===== src/rtl/alarm_scheduler.sv =====
// Alarm scheduler: four BCD alarm slots, ring / snooze / idle sequencing.
// The optional macro ALARM_SCHED_AUTO_SNOOZE_EN makes a ring timeout act like a
// snooze press. When the macro is undefined, a ring timeout ends the event.
module alarm_scheduler #(
    parameter int RING_SECS   = 60,
    parameter int SNOOZE_SECS = 540,
    parameter int MAX_SNOOZE  = 3
) (
    input  logic        clk,
    input  logic        rst_bar,
    input  logic        tick_1hz,
    input  logic [19:0] cur_time,
    input  logic        wr_en,
    input  logic [1:0]  wr_slot,
    input  logic [12:0] wr_hhmm,
    input  logic [3:0]  arm,
    input  logic        stop,
    input  logic        snooze,
    output logic        alarm,
    output logic [1:0]  active_slot,
    output logic        busy,
    output logic [1:0]  snooze_cnt
);

    localparam logic [1:0] ST_IDLE   = 2'd0;
    localparam logic [1:0] ST_RING   = 2'd1;
    localparam logic [1:0] ST_SNOOZE = 2'd2;

    localparam logic [9:0] RING_LAST   = 10'(RING_SECS - 1);
    localparam logic [9:0] SNOOZE_LAST = 10'(SNOOZE_SECS - 1);
    localparam logic [1:0] SNOOZE_MAX  = 2'(MAX_SNOOZE);

    logic [1:0]  state_reg, state_next;
    logic [9:0]  sec_cnt_reg, sec_cnt_next;
    logic [1:0]  slot_reg, slot_next;
    logic [1:0]  cnt_reg, cnt_next;
    logic        snooze_prev_reg;
    logic [12:0] slot_time_reg [4];
    logic [3:0]  hit;

    logic seconds_zero;
    logic snooze_press;
    logic ring_done;
    logic snooze_done;

    // Per-slot storage and match detection against the current hh:mm.
    generate
        for (genvar gi = 0; gi < 4; gi++) begin : g_slot
            // Slot register: loaded whenever its index is written, in any state.
            always_ff @(posedge clk or negedge rst_bar) begin
                if (!rst_bar) begin
                    slot_time_reg[gi] <= 13'd0;
                end else if (wr_en && (wr_slot == 2'(gi))) begin
                    slot_time_reg[gi] <= wr_hhmm;
                end
            end
            assign hit[gi] = arm[gi] && (slot_time_reg[gi] == cur_time[19:7]);
        end
    endgenerate

    assign seconds_zero = (cur_time[6:0] == 7'd0);
    // Only a fresh press counts; a held button never re-triggers.
    assign snooze_press = snooze && !snooze_prev_reg;
    assign ring_done    = tick_1hz && (sec_cnt_reg == RING_LAST);
    assign snooze_done  = tick_1hz && (sec_cnt_reg == SNOOZE_LAST);

    // Next-state logic: stop beats snooze, snooze beats a timeout.
    always_comb begin
        state_next = state_reg;
        slot_next  = slot_reg;
        cnt_next   = cnt_reg;
        case (state_reg)
            ST_IDLE: begin
                if (tick_1hz && seconds_zero && (hit != 4'd0)) begin
                    state_next = ST_RING;
                    cnt_next   = 2'd0;
                    if (hit[0])      slot_next = 2'd0;
                    else if (hit[1]) slot_next = 2'd1;
                    else if (hit[2]) slot_next = 2'd2;
                    else             slot_next = 2'd3;
                end
            end
            ST_RING: begin
                if (stop) begin
                    state_next = ST_IDLE;
                end else if (snooze_press) begin
                    if (cnt_reg < SNOOZE_MAX) begin
                        state_next = ST_SNOOZE;
                        cnt_next   = cnt_reg + 2'd1;
                    end else begin
                        state_next = ST_IDLE;
                    end
                end else if (ring_done) begin
`ifdef ALARM_SCHED_AUTO_SNOOZE_EN
                    if (cnt_reg < SNOOZE_MAX) begin
                        state_next = ST_SNOOZE;
                        cnt_next   = cnt_reg + 2'd1;
                    end else begin
                        state_next = ST_IDLE;
                    end
`else
                    state_next = ST_IDLE;
`endif
                end
            end
            ST_SNOOZE: begin
                if (stop) begin
                    state_next = ST_IDLE;
                end else if (snooze_done) begin
                    state_next = ST_RING;
                end
            end
            default: state_next = ST_IDLE;
        endcase
    end

    // Second counter restarts on every state change and is parked at 0 in IDLE.
    always_comb begin
        sec_cnt_next = sec_cnt_reg;
        if ((state_next != state_reg) || (state_reg == ST_IDLE)) begin
            sec_cnt_next = 10'd0;
        end else if (tick_1hz) begin
            sec_cnt_next = sec_cnt_reg + 10'd1;
        end
    end

    // State, counters and snooze edge detector.
    always_ff @(posedge clk or negedge rst_bar) begin
        if (!rst_bar) begin
            state_reg       <= ST_IDLE;
            sec_cnt_reg     <= 10'd0;
            slot_reg        <= 2'd0;
            cnt_reg         <= 2'd0;
            snooze_prev_reg <= 1'b0;
        end else begin
            state_reg       <= state_next;
            sec_cnt_reg     <= sec_cnt_next;
            slot_reg        <= slot_next;
            cnt_reg         <= cnt_next;
            snooze_prev_reg <= snooze;
        end
    end

    assign alarm       = (state_reg == ST_RING);
    assign busy        = (state_reg != ST_IDLE);
    assign active_slot = slot_reg;
    assign snooze_cnt  = cnt_reg;

endmodule


===== config.mk =====
export PLATFORM = sky130hd
export DESIGN_NAME = alarm_scheduler
export DESIGN_NICKNAME = d
export VERILOG_FILES = /design/src/rtl/alarm_scheduler.sv
export SDC_FILE = /design/constraint.sdc
export NUM_CORES = 1
export LEC_CHECK = 0
export BUFFER_PORTS_ARGS = -buffer_cell sky130_fd_sc_hd__buf_2
export CAP_MARGIN = 25
export CORE_AREA = 2 2 81 83
export DETAILED_ROUTE_END_ITERATION = 10
export DIE_AREA = 0 0 83 85
export GPL_TIMING_DRIVEN = 0
export PLACE_DENSITY = 0.84
export RECOVER_POWER = 25
export SYNTH_ARGS = -nofsm -noshare
export SYNTH_HDL_FRONTEND = slang
export SYNTH_SLANG_ARGS = --single-unit

===== constraint.sdc =====
create_clock -name clk -period 5.4 [get_ports clk]
set_clock_uncertainty 0.2 [all_clocks]
set_input_delay 0.81 -clock clk [delete_from_list [all_inputs] [get_ports clk]]
set_output_delay 0.81 -clock clk [all_outputs]
set_load 0.02 [all_outputs]

# Word level (Yosys, flattened, before mapping)
# Index checks and enable logic that the tools add are counted.
dict set report word_totals {
  in_bits 45
  register_bits 69
  elab_cells 70
  out_inout_bits 6
}
dict set report op_classes {
  eq_ne 16
  n_mux 18
  order_cmp 1
  add_sub_neg 2
  reduce_logical 24
}
# op count
set op_table {}
lappend op_table {{13-bit equality test} 4}
lappend op_table {{2-bit two-way mux} 13}
lappend op_table {{10-bit two-way mux} 2}
lappend op_table {{1-bit logical AND} 13}
lappend op_table {{10-bit by 1-bit adder with 10-bit output (second input constant)} 1}
lappend op_table {{10-bit equality test (second input constant)} 1}
lappend op_table {{10-bit by 6-bit equality test with 1-bit output (second input constant)} 1}
lappend op_table {{7-bit logical NOT} 1}
lappend op_table {{2-bit equality test (second input constant)} 3}
lappend op_table {{2-bit case mux with 3 select lines} 1}
lappend op_table {{2-bit nonzero test} 3}
lappend op_table {{5-bit AND reduction} 1}
lappend op_table {{2-bit by 1-bit equality test with 1-bit output (second input constant)} 2}
lappend op_table {{2-bit logical NOT} 2}
lappend op_table {{2-bit by 1-bit inequality test with 1-bit output (second input constant)} 2}
lappend op_table {{2-bit inequality test (second input constant)} 2}
lappend op_table {{2-bit case mux with 2 select lines} 1}
lappend op_table {{4-bit nonzero test} 1}
lappend op_table {{2-bit by 1-bit adder with 2-bit output (second input constant)} 1}
lappend op_table {{2-bit less-than comparator (second input constant)} 1}
lappend op_table {{2-bit inequality test} 1}
lappend op_table {{2-bit AND reduction} 1}
lappend op_table {{1-bit logical NOT} 1}
lappend op_table {{1-bit logical OR} 1}
lappend op_table {{1-bit two-way mux} 1}

# Longest topological paths before layout
# Gate-level depths: netlist of the first run.
dict set report depth {
  depth_word 9
  ltp_mapped 7
  ltp_nobuf 6
}

# Worst setup path before layout of the first run
# Ideal clock, no wire load.
dict set report synth_path {
  path_kind {input-to-reg}
  startpoint {input port cur_time[7]}
  endpoint {register slot_reg[0] (netlist: active_slot[0])}
  arrival_ps 2084
  setup_ps 125
  path_stages 6
  required_time_ps 5075
  setup_slack_ps 2991
  path_buffers 1
  path_cell_list {buf_4 xnor2_1 and2_0 and4_4 o41ai_4 mux2_4}
}
dict set report synth_via {
  elab_chain_cells 5
  word_cells_on_any_way 14
  classes_between {eq/ne: 4; mux: 3; reduce/logical: 7}
}
# element line_no
set synth_rtl {}
lappend synth_rtl {{from (decl)} 12} ;# input logic [19:0] cur_time,
lappend synth_rtl {{13-bit equality test} 57} ;# assign hit[gi] = arm[gi] && (slot_time_reg[gi] == cur_time[19:7]);
lappend synth_rtl {{1-bit logical AND} 57}
lappend synth_rtl {{1-bit two-way mux / 4-bit nonzero test (equally long branches)} {79, 74}}
lappend synth_rtl {{2-bit two-way mux / 1-bit logical AND (equally long branches)} {78, 74}}
lappend synth_rtl {{2-bit two-way mux / 2-bit AND reduction (equally long branches)} -}
lappend synth_rtl {{to (signal assigned)} 138} ;# slot_reg <= slot_next;
lappend synth_rtl {{to (decl)} 35} ;# logic [1:0] slot_reg, slot_next;
# Parallel ways exist; a longest one is shown, timed or not.
# A chain may end at the register's enable or synchronous reset.

# Worst setup path in the final report of the first run
dict set report layout_path {
  startpoint {input port cur_time[13]}
  endpoint {register slot_reg[0] (netlist: active_slot[0])}
}
# The elaborated chain is that of the path after synthesis.

==> results.py, run 1 <==
metrics = {
    "clock_tree": {
        "postCtsSetupBuffers": 0,
        "cts.sinks": 69,
        "cts-hold-fix-buffers": 0,
        "clock_latency_ns": 0.35,
        "cts_max_level": 3,
        "cts_buffer_depth": 2,
        "cts.clk_slew.worst_paths_ns": 0.07,
        "root_buffer": "clkbuf_8",
        "ctsResizeCount": 0,
        "cts_buffers": 9,
        "cts_tree": "yes",
    },
    "timing": {
        "fin_crit_sh": 0.4622,
        "finalCriticalPeriod_ns": 2.496,
        "worst_pin_slew_ns": 0.8557,
        "grt_setup_unrepaired": "no",
        "max_slew_margin": 0.4296,
        "slew_viol_final": 0,
        "fmax_ghz": 0.4007,
        "hold_viol": 0,
        "setup_viol": 0,
        "tns_ns": 0,
        "fin_ws_ns": 2.904,
    },
    "synth": {
        "async_reset_ff_frac": 1.000,
        "synth_cell_type_count": 41,
        "synth.yosys.seq_area_share": 0.4973,
        "synth_edf_count": 0,
        "syn-cell-area_sq_um": 3472,
        "synth_nets": 324,
        "syn_inst": 277,
        "yosysTopAreaCell": "dfrtp_1",
        "synth_common_cells": "dfrtp_1, mux2_2, xnor2_1, nor2_1, xor2_1",
        "avgSynthCellArea_sq_um": 12.53,
        "synth-seq-cells": 69,
        "ys_warn_count": 0,
        "ys.flop_type": "dfrtp_1",
        "synth_area_leaders": "dfrtp_1, mux2_2, xnor2_1, xor2_1, nand4_1",
        "synth_top_area_frac": 0.4973,
        "synth.most_common_cell": "dfrtp_1",
    },
    "worst_setup_path": {
        "critPathMaxFanout": 4,
        "required_ns": 5.44,
        "start_kind": "input pin",
        "crit_chain": "buf_2, xor2_1, nor4_1, and4_4, o41ai_4, mux2_4",
        "slowest_delay_ns": 0.61,
        "cp-end-kind": "register",
        "worstPathArrival_ns": 2.54,
        "crit_type": "input pin to register",
        "crit_path_top_delay_cell": "nor4_1",
    },
    "power_and_ir_drop": {
        "combPwrFrac": 0.176,
        "powerDensity_nw_per_um2": 337.0,
        "clkPwrFrac": 0.348,
        "pwr-share-seq": 0.476,
        "switchingPower_uw": 360.8,
        "leakage_nw": 1.734,
        "swShare": 0.2653,
        "ir_drop_v": 0.0001813,
        "total_power_mw": 1.360,
        "power.internal_uw": 998.9,
    },
    "finish": {
        "layout.area.seq_sq_um": 1727,
        "fillCellCount": 440,
        "largest_reg_flops": 52,
        "drive_gt1_frac": 0.3871,
        "fin_cells": 418,
        "diodes": 0,
        "layout-area-overhead-vs-synth_pct": 16.22,
        "multi_input_area_sq_um": 1694,
        "nets": 383,
    },
    "placed_design": {
        "dp.cells": 402,
        "dpl.hpwl_microns": 5114,
        "dp_slack_ns": 2.570,
        "gp_congestion": 0.8286,
        "io_buffer_count": 48,
    },
    "run_status": {
        "status": "finished, final reports clean",
    },
    "routing": {
        "wl_per_cell_microns": 17.02,
        "final_antenna_net_count": 0,
        "drt_iter0_markers": 91,
        "routed_wl_microns": 7115,
        "avgViaCountPerCell": 5.457,
        "num_vias": 2281,
        "drc": 0,
        "drt-pass1-iter-count": 4,
    },
    "grt": {
        "grt_overflow": 0,
        "track_usage": 0.2119,
        "grt_max_degree": 70,
        "grt_pass1_vias": 2277,
        "grt_pass1_wl_microns": 11410,
        "antenna_found_initial": 0,
    },
    "run": {
        "max-cap-violations": 0,
    },
    "floorplanning": {
        "start_util": 0.5596,
        "die_y_microns": 85,
        "die_area_sq_um": 7055,
        "fp.coreArea_sq_um": 6205,
        "die_w_microns": 83,
        "io_pins": 51,
        "rows": 29,
    },
    "worst_hold_path": {
        "worstHoldPathType": "register to register",
    },
}
==> cell type report <==
cell class | instances | area share
multi-input combinational | 198 | 0.4198
sequential | 69 | 0.4279
clock buffer | 10 | 0.03411
timing repair buffer | 48 | 0.06016
tap | 77 | 0.02388
clock inverter | 6 | 0.02140
inverter | 3 | 0.002791
buffer | 7 | 0.009922
==> stage by stage <==
stage	utilization	hold WS (ns)	area [sq um]
after floorplan	-	0.2995	3472
after global placement	0.6138	0.2741	3809
after detailed placement	0.6142	0.2902	3811
after CTS	0.6503	0.3082	4035
after global routing	0.6503	0.3373	4035
final	0.6503	0.3018	4035
==> routing by layer <==
layer	vias to the layer above	part of all wire	GRT usage
met4	0	0.0076	0.07154
met5	-	0	0
li1	1095	-	-
met3	6	0.038	0.05058
met1	1145	0.45	0.2684
met2	35	0.51	0.3607
==> cell families (layout without fill, tap and decap cells) <==
group,Yosys count,after routing,share of synthesized area
adder cells (fa/ha/maj),2,2,0.007206
AND/OR/NAND/NOR,68,68,0.1196
flip-flops,69,69,0.4973
buffers and inverters,10,74,0.01478
XOR/XNOR,61,61,0.1539
AO/OA/AOI/OAI,13,13,0.03135
multiplexers,54,54,0.1759
==> worst paths after layout <==
kind                                     end               from  slack (ns)  depth (start not counted)
min reg2reg                   active_slot[1]     active_slot[1]        0.30                          1
max reg2reg                   active_slot[0]  slot_time_reg[32]        3.14                          5
max in group asynchronous     sec_cnt_reg[7]            rst_bar        4.08                          1
min                           active_slot[1]     active_slot[1]        0.30                          1
min in group asynchronous  slot_time_reg[34]            rst_bar        0.35                          1
max                           active_slot[0]       cur_time[13]        2.90                          6
==> layout by cell type (no fill, tap or decap), types with 3 or more instances in the layout <==
cell and count:
clkbuf_8 10, mux2_2 52, inv_1 3, buf_1 3, nand3_1 5, buf_2 49
nor4_1 4, nand2_1 10, xor2_1 15, nor2_1 15, dfrtp_1 69, nand4_1 13
xnor2_1 46, o21ai_0 4
==> power by group through the flow <==
stage          clock network, mW  registers, mW  logic [mW]
2_1_floorplan                  0          0.646       0.165
5_1_grt                    0.503          0.657       0.260
4_1_cts                    0.478          0.647       0.242
6_report                   0.473          0.647       0.239
3_3_place_gp                   0          0.649       0.231
3_5_place_dp                   0          0.657       0.239
==> worst max-delay path: cells and delay by family <==
kind                   cells  cell delay [ns]
multiplexers               1             0.32
AND/OR/NAND/NOR            2             0.99
buffers and inverters      1             0.14
AO/OA/AOI/OAI              1             0.11
XOR/XNOR                   1             0.17
Power figures use the tool's default switching activity.
==> run 2: changes to the inputs <==
--- a/config.mk
+++ b/config.mk
@@ -7,11 +7,11 @@
 export LEC_CHECK = 0
 export BUFFER_PORTS_ARGS = -buffer_cell sky130_fd_sc_hd__buf_2
 export CAP_MARGIN = 25
-export CORE_AREA = 2 2 81 83
+export CORE_AREA = 2 2 82 84
 export DETAILED_ROUTE_END_ITERATION = 10
-export DIE_AREA = 0 0 83 85
+export DIE_AREA = 0 0 84 86
 export GPL_TIMING_DRIVEN = 0
-export PLACE_DENSITY = 0.84
+export PLACE_DENSITY = 0.82
 export RECOVER_POWER = 25
 export SYNTH_ARGS = -nofsm -noshare
 export SYNTH_HDL_FRONTEND = slang
==> constraint.sdc (replaced) <==
create_clock -name clk -period 2.35 [get_ports clk]
set_clock_uncertainty 0.2 [all_clocks]
set_input_delay 0.3525 -clock clk [delete_from_list [all_inputs] [get_ports clk]]
set_output_delay 0.3525 -clock clk [all_outputs]
set_load 0.02 [all_outputs]
==> results.py, run 2 (same netlist as run 1, synthesis figures left out) <==
metrics = {
    "worst_setup_path": {
        "crit_type": "register to register",
        "slowest_delay_ns": 0.56,
        "crit_family": "simple AND/OR/NAND/NOR gates",
        "start_kind": "register",
        "crit_chain": "xor2_1, nor4_1, and4_4, o41ai_4, mux2_4",
        "critPathMaxFanout": 4,
        "cp-end-kind": "register",
        "worstPathArrival_ns": 2.22,
        "crit_path_top_delay_cell": "nor4_1",
        "required_ns": 2.37,
        "critPathBufInv": 0,
    },
    "timing": {
        "grt_setup_unrepaired": "no",
        "hold_viol": 0,
        "setup_viol": 0,
        "slew_viol_final": 0,
        "worst_pin_slew_ns": 0.9218,
        "fmax_ghz": 0.4536,
        "fin_crit_sh": 0.9382,
        "whs_ns": 0.09827,
        "max_slew_margin": 0.3854,
        "finalCriticalPeriod_ns": 2.205,
    },
    "floorplanning": {
        "rows": 29,
        "io_pins": 51,
        "die_y_microns": 86,
        "die_w_microns": 84,
        "start_util": 0.5531,
        "fp.coreArea_sq_um": 6277,
        "die_area_sq_um": 7224,
    },
    "clock_tree": {
        "cts_max_level": 3,
        "cts_buffer_depth": 2,
        "cts_tree": "yes",
        "cts.sinks": 69,
        "root_buffer": "clkbuf_8",
        "ctsResizeCount": 0,
        "cts.clk_slew.worst_paths_ns": 0.06,
        "clock_latency_ns": 0.33,
        "cts_buffers": 9,
    },
    "grt": {
        "grt_max_degree": 70,
        "track_usage": 0.2113,
        "grt_overflow": 0,
        "use_met3": 0.03272,
        "antenna_found_initial": 0,
        "grt_busiest_layer": "met2",
        "grt_pass1_vias": 2453,
        "grt_use_met1": 0.2774,
        "use_met2": 0.3484,
        "grt_pass1_wl_microns": 11830,
    },
    "routing": {
        "drc": 0,
        "drt_iter0_markers": 95,
        "final_antenna_net_count": 0,
        "num_vias": 2329,
        "wl_per_cell_microns": 16.58,
        "avgViaCountPerCell": 5.558,
        "drt-pass1-iter-count": 4,
        "routed_wl_microns": 6946,
    },
    "finish": {
        "diodes": 0,
        "nets": 385,
        "final_cell_mix": "dfrtp_1, mux2_2, xnor2_1",
        "layout-area-overhead-vs-synth_pct": 15.24,
        "fin_cells": 419,
        "drive_gt1_frac": 0.3567,
        "largest_reg_flops": 52,
        "fillCellCount": 513,
        "final_common_cell": "dfrtp_1",
    },
    "run": {
        "max-cap-violations": 0,
    },
    "power_and_ir_drop": {
        "ir_drop_v": 0.0003444,
        "total_power_mw": 2.891,
        "leakage_nw": 1.701,
        "powerDensity_nw_per_um2": 722.4,
    },
    "run_status": {
        "status": "finished, final reports clean",
    },
    "worst_hold_path": {
        "worstHoldPathType": "input pin to register",
    },
    "placed_design": {
        "dp.cells": 402,
        "io_buffer_count": 48,
        "dpl.hpwl_microns": 5134,
        "gp_congestion": 0.8113,
    },
}
[run 2: changes by cell type in the layout (fill, tap and decap cells not counted), sizes merged]
| cell | before | now |
|---|---|---|
| buf | 55 | 48 |
| clkbuf | 10 | 21 |
| dlygate4sd3 | 0 | 2 |
| clkinvlp | 1 | 0 |
| clkinv | 3 | 1 |
| bufinv | 2 | 0 |
[run 2: layer usage]
metal  vias to the layer above  routed length [microns]
met1                      1168                     3173
met5                         -                        0
met2                        46                     3397
met4                         0                      193
met3                        17                      182
li1                       1098                        -
[run 2: worst paths after layout]
| path | slack (ns) | to | depth (start not counted) | from |
|---|---|---|---|---|
| worst max-delay path | 0.15 | active_slot[0] | 5 | slot_time_reg[32] |
| worst min-delay path | 0.1 | slot_time_reg[18] | 2 | wr_hhmm[5] |
| worst max register to register | 0.15 | active_slot[0] | 5 | slot_time_reg[32] |
| worst min register to register | 0.31 | active_slot[1] | 1 | active_slot[1] |
| max in group asynchronous | 0.83 | slot_time_reg[26] | 2 | rst_bar |
| min in group asynchronous | 0.52 | slot_time_reg[21] | 2 | rst_bar |
[run 2: layout make-up]
| class | count | area (sq um) | share of cell area |
|---|---|---|---|
| clock buffer | 14 | 172.7 | 0.04315 |
| clock inverter | 1 | 5.005 | 0.001251 |
| timing repair buffer | 50 | 255.2 | 0.06379 |
| inverter | 3 | 11.26 | 0.002814 |
| sequential | 69 | 1727 | 0.4315 |
| tap | 77 | 96.34 | 0.02408 |
| multi-input combinational | 198 | 1694 | 0.4234 |
| buffer | 7 | 40.04 | 0.01001 |
[run 2: stage by stage]
stage,setup TNS [ns],util,instance area [sq um],worst slack [ns]
floorplan,0,-,3472,0.3989
global placement,-0.005655,0.6067,3809,-0.005655
detailed placement,-0.01235,0.6071,3811,-0.01235
CTS,0,0.6386,4009,0.1266
global route,0,0.6374,4001,0.08404
finish,0,0.6374,4001,0.1453
[run 2: where the power goes]
group	internal, mW	total [mW]	leakage (nW)	switching, mW
clock network	0.463	0.861	0.0926	0.398
registers	1.36	1.49	0.850	0.123
logic	0.307	0.542	0.758	0.235
total	2.14	2.89	1.70	0.755
[run 2: worst reg2reg max path, cell delays in order (launching register included)]
cell and delay, ns:
dfrtp_1 0.39, xor2_1 0.15, nor4_1 0.56, and4_4 0.36
o41ai_4 0.11, mux2_4 0.32
[run 2: what timing repair did]
item                                   4_1_cts  5_1_grt
endpoints found under the hold margin       70        0
setup buffers                                0        0
hold buffers                                 2        0
==> run 3: changes to the inputs <==
--- a/config.mk
+++ b/config.mk
@@ -13,6 +13,7 @@
 export GPL_TIMING_DRIVEN = 0
 export PLACE_DENSITY = 0.82
 export RECOVER_POWER = 25
+export SKIP_LAST_GASP = 1
 export SYNTH_ARGS = -nofsm -noshare
 export SYNTH_HDL_FRONTEND = slang
 export SYNTH_SLANG_ARGS = --single-unit
==> constraint.sdc (replaced) <==
create_clock -name clk -period 2.2 [get_ports clk]
set_clock_uncertainty 0.2 [all_clocks]
set_input_delay 0.33 -clock clk [delete_from_list [all_inputs] [get_ports clk]]
set_output_delay 0.33 -clock clk [all_outputs]
set_load 0.02 [all_outputs]
==> results.py, run 3 (same netlist as run 1, synthesis figures left out) <==
metrics = {
    "finish": {
        "diodes": 0,
        "nets": 385,
        "layout-area-overhead-vs-synth_pct": 15.78,
        "final_cell_mix": "dfrtp_1, mux2_2, xnor2_1",
        "final_common_cell": "dfrtp_1",
        "largest_reg_flops": 52,
        "fin_util": 0.6404,
        "fin_area_sq_um": 4020,
        "drive_gt1_frac": 0.3655,
        "fin_cells": 419,
    },
    "power_and_ir_drop": {
        "switchingPower_uw": 817.3,
        "pwr-share-seq": 0.512,
        "ir_drop_v": 0.0003730,
        "leakage_nw": 1.703,
        "clkPwrFrac": 0.298,
        "swShare": 0.2636,
        "powerDensity_nw_per_um2": 771.2,
        "power.internal_mw": 2.283,
        "combPwrFrac": 0.190,
    },
    "timing": {
        "fmax_ghz": 0.4761,
        "fin_ws_ns": 0.09957,
        "slew_viol_final": 0,
        "worst_pin_slew_ns": 0.9251,
        "max_slew_margin": 0.3833,
        "finalCriticalPeriod_ns": 2.100,
        "grt_setup_unrepaired": "no",
        "setup_viol": 0,
        "fin_crit_sh": 0.9547,
        "whs_ns": 0.07232,
        "hold_viol": 0,
    },
    "grt": {
        "antenna_found_initial": 0,
        "grt_pass1_vias": 2453,
        "grt_overflow": 0,
        "grt_max_degree": 70,
        "grt_pass1_wl_microns": 11820,
        "track_usage": 0.2111,
    },
    "floorplanning": {
        "die_w_microns": 84,
        "fp.coreArea_sq_um": 6277,
        "io_pins": 51,
        "die_area_sq_um": 7224,
        "rows": 29,
        "start_util": 0.5531,
        "die_y_microns": 86,
    },
    "worst_setup_path": {
        "r2r_cells": 5,
        "critPathMaxFanout": 4,
        "crit_chain": "xor2_1, nor4_1, and4_4, o41ai_4, mux2_4",
        "required_ns": 2.22,
        "crit_type": "register to register",
        "r2r_end": "active_slot[0]",
        "start_kind": "register",
        "timing.rr.start": "slot_time_reg[29]",
        "cp-end-kind": "register",
        "worstPathArrival_ns": 2.12,
        "critPathLaunch": "slot_time_reg[29]",
        "crit_path_top_delay_cell": "nor4_1",
        "regToRegSetupSlack_ns": 0.1,
        "slowest_delay_ns": 0.48,
        "endpoint": "active_slot[0]",
    },
    "clock_tree": {
        "cts.sinks": 69,
        "cts.clk_slew.worst_paths_ns": 0.07,
        "cts_tree": "yes",
        "cts_max_level": 3,
        "root_buffer": "clkbuf_8",
        "cts_buffers": 9,
        "clock_latency_ns": 0.33,
        "cts_buffer_depth": 2,
    },
    "worst_hold_path": {
        "hold_path_startpoint": "wr_hhmm[5]",
        "worstHoldPathType": "input pin to register",
    },
    "placed_design": {
        "dp_slack_ns": -0.1398,
        "io_buffer_count": 48,
        "dpl.hpwl_microns": 5134,
        "dp.cells": 402,
        "gp_congestion": 0.8113,
        "placed_area_sq_um": 3811,
    },
    "run_status": {
        "status": "finished, final reports clean",
    },
    "routing": {
        "drc": 0,
        "wl_per_cell_microns": 16.66,
        "avgViaCountPerCell": 5.518,
        "final_antenna_net_count": 0,
        "num_vias": 2312,
        "routed_wl_microns": 6982,
        "drt-pass1-iter-count": 4,
        "drt_iter0_markers": 118,
    },
    "run": {
        "max-cap-violations": 0,
    },
}
-- run 3: cell types whose count changed in the layout (fill, tap and decap cells not counted) --
cell and change:
nor4_1 -3, nor4_2 +3
-- run 3: per-stage QoR --
stage	total power [mW]	setup TNS (ns)
2_1_floorplan	1.991	0
5_1_grt	3.261	0
6_report	3.100	0
4_1_cts	3.126	0
3_3_place_gp	2.164	-0.2674
3_5_place_dp	2.195	-0.2826
-- run 3: per-layer routing --
layer	global-route usage	up-vias	wire length, microns
met2	0.3484	47	3392
li1	-	1095	-
met3	0.03272	19	181
met4	0.09824	0	213
met5	0	-	0
met1	0.2768	1151	3195
-- run 3: what timing repair did --
item / in CTS / in global routing
resized for setup: 1 / 2
setup endpoints to repair: 1 / 11
setup buffers: 0 / 0
endpoints found under the hold margin: 70 / 0
pin swaps: 0 / 0
hold buffers: 2 / 0
-- run 3: power by group through the flow --
stage | clock, mW | sequential [mW] | combinational [mW]
global route | 0.997 | 1.61 | 0.654
detailed placement | 0 | 1.61 | 0.584
global placement | 0 | 1.59 | 0.569
floorplan | 0 | 1.59 | 0.406
finish | 0.923 | 1.59 | 0.589
CTS | 0.944 | 1.59 | 0.594
-- run 3: area by class of cell --
cell class | count | area [sq um]
Multi-Input combinational cell | 198 | 1713
Inverter | 3 | 11.26
Sequential cell | 69 | 1727
Buffer | 7 | 40.04
Clock buffer | 14 | 172.7
Fill cell | 509 | 2257
Tap cell | 77 | 96.34
Timing Repair Buffer | 50 | 255.2
Clock inverter | 1 | 5.005
-- run 3: worst min-delay path by stage --
stage,endpoint,cells after the start,slack (ns)
2_1_floorplan,active_slot[0],0,-0.17
3_3_place_gp,snooze_prev_reg,1,0.25
3_5_place_dp,snooze_prev_reg,1,0.25
4_1_cts,slot_time_reg[35],2,0.06
5_1_grt,slot_time_reg[9],2,0.07
6_report,slot_time_reg[18],2,0.07
-- run 3: worst max-delay path: cells and delay by family, from the launching register on --
family / cells / cell delay (ns)
compound gates: 1 / 0.11
xor+xnor: 1 / 0.14
flops: 1 / 0.39
mux: 1 / 0.32
simple gates: 2 / 0.82
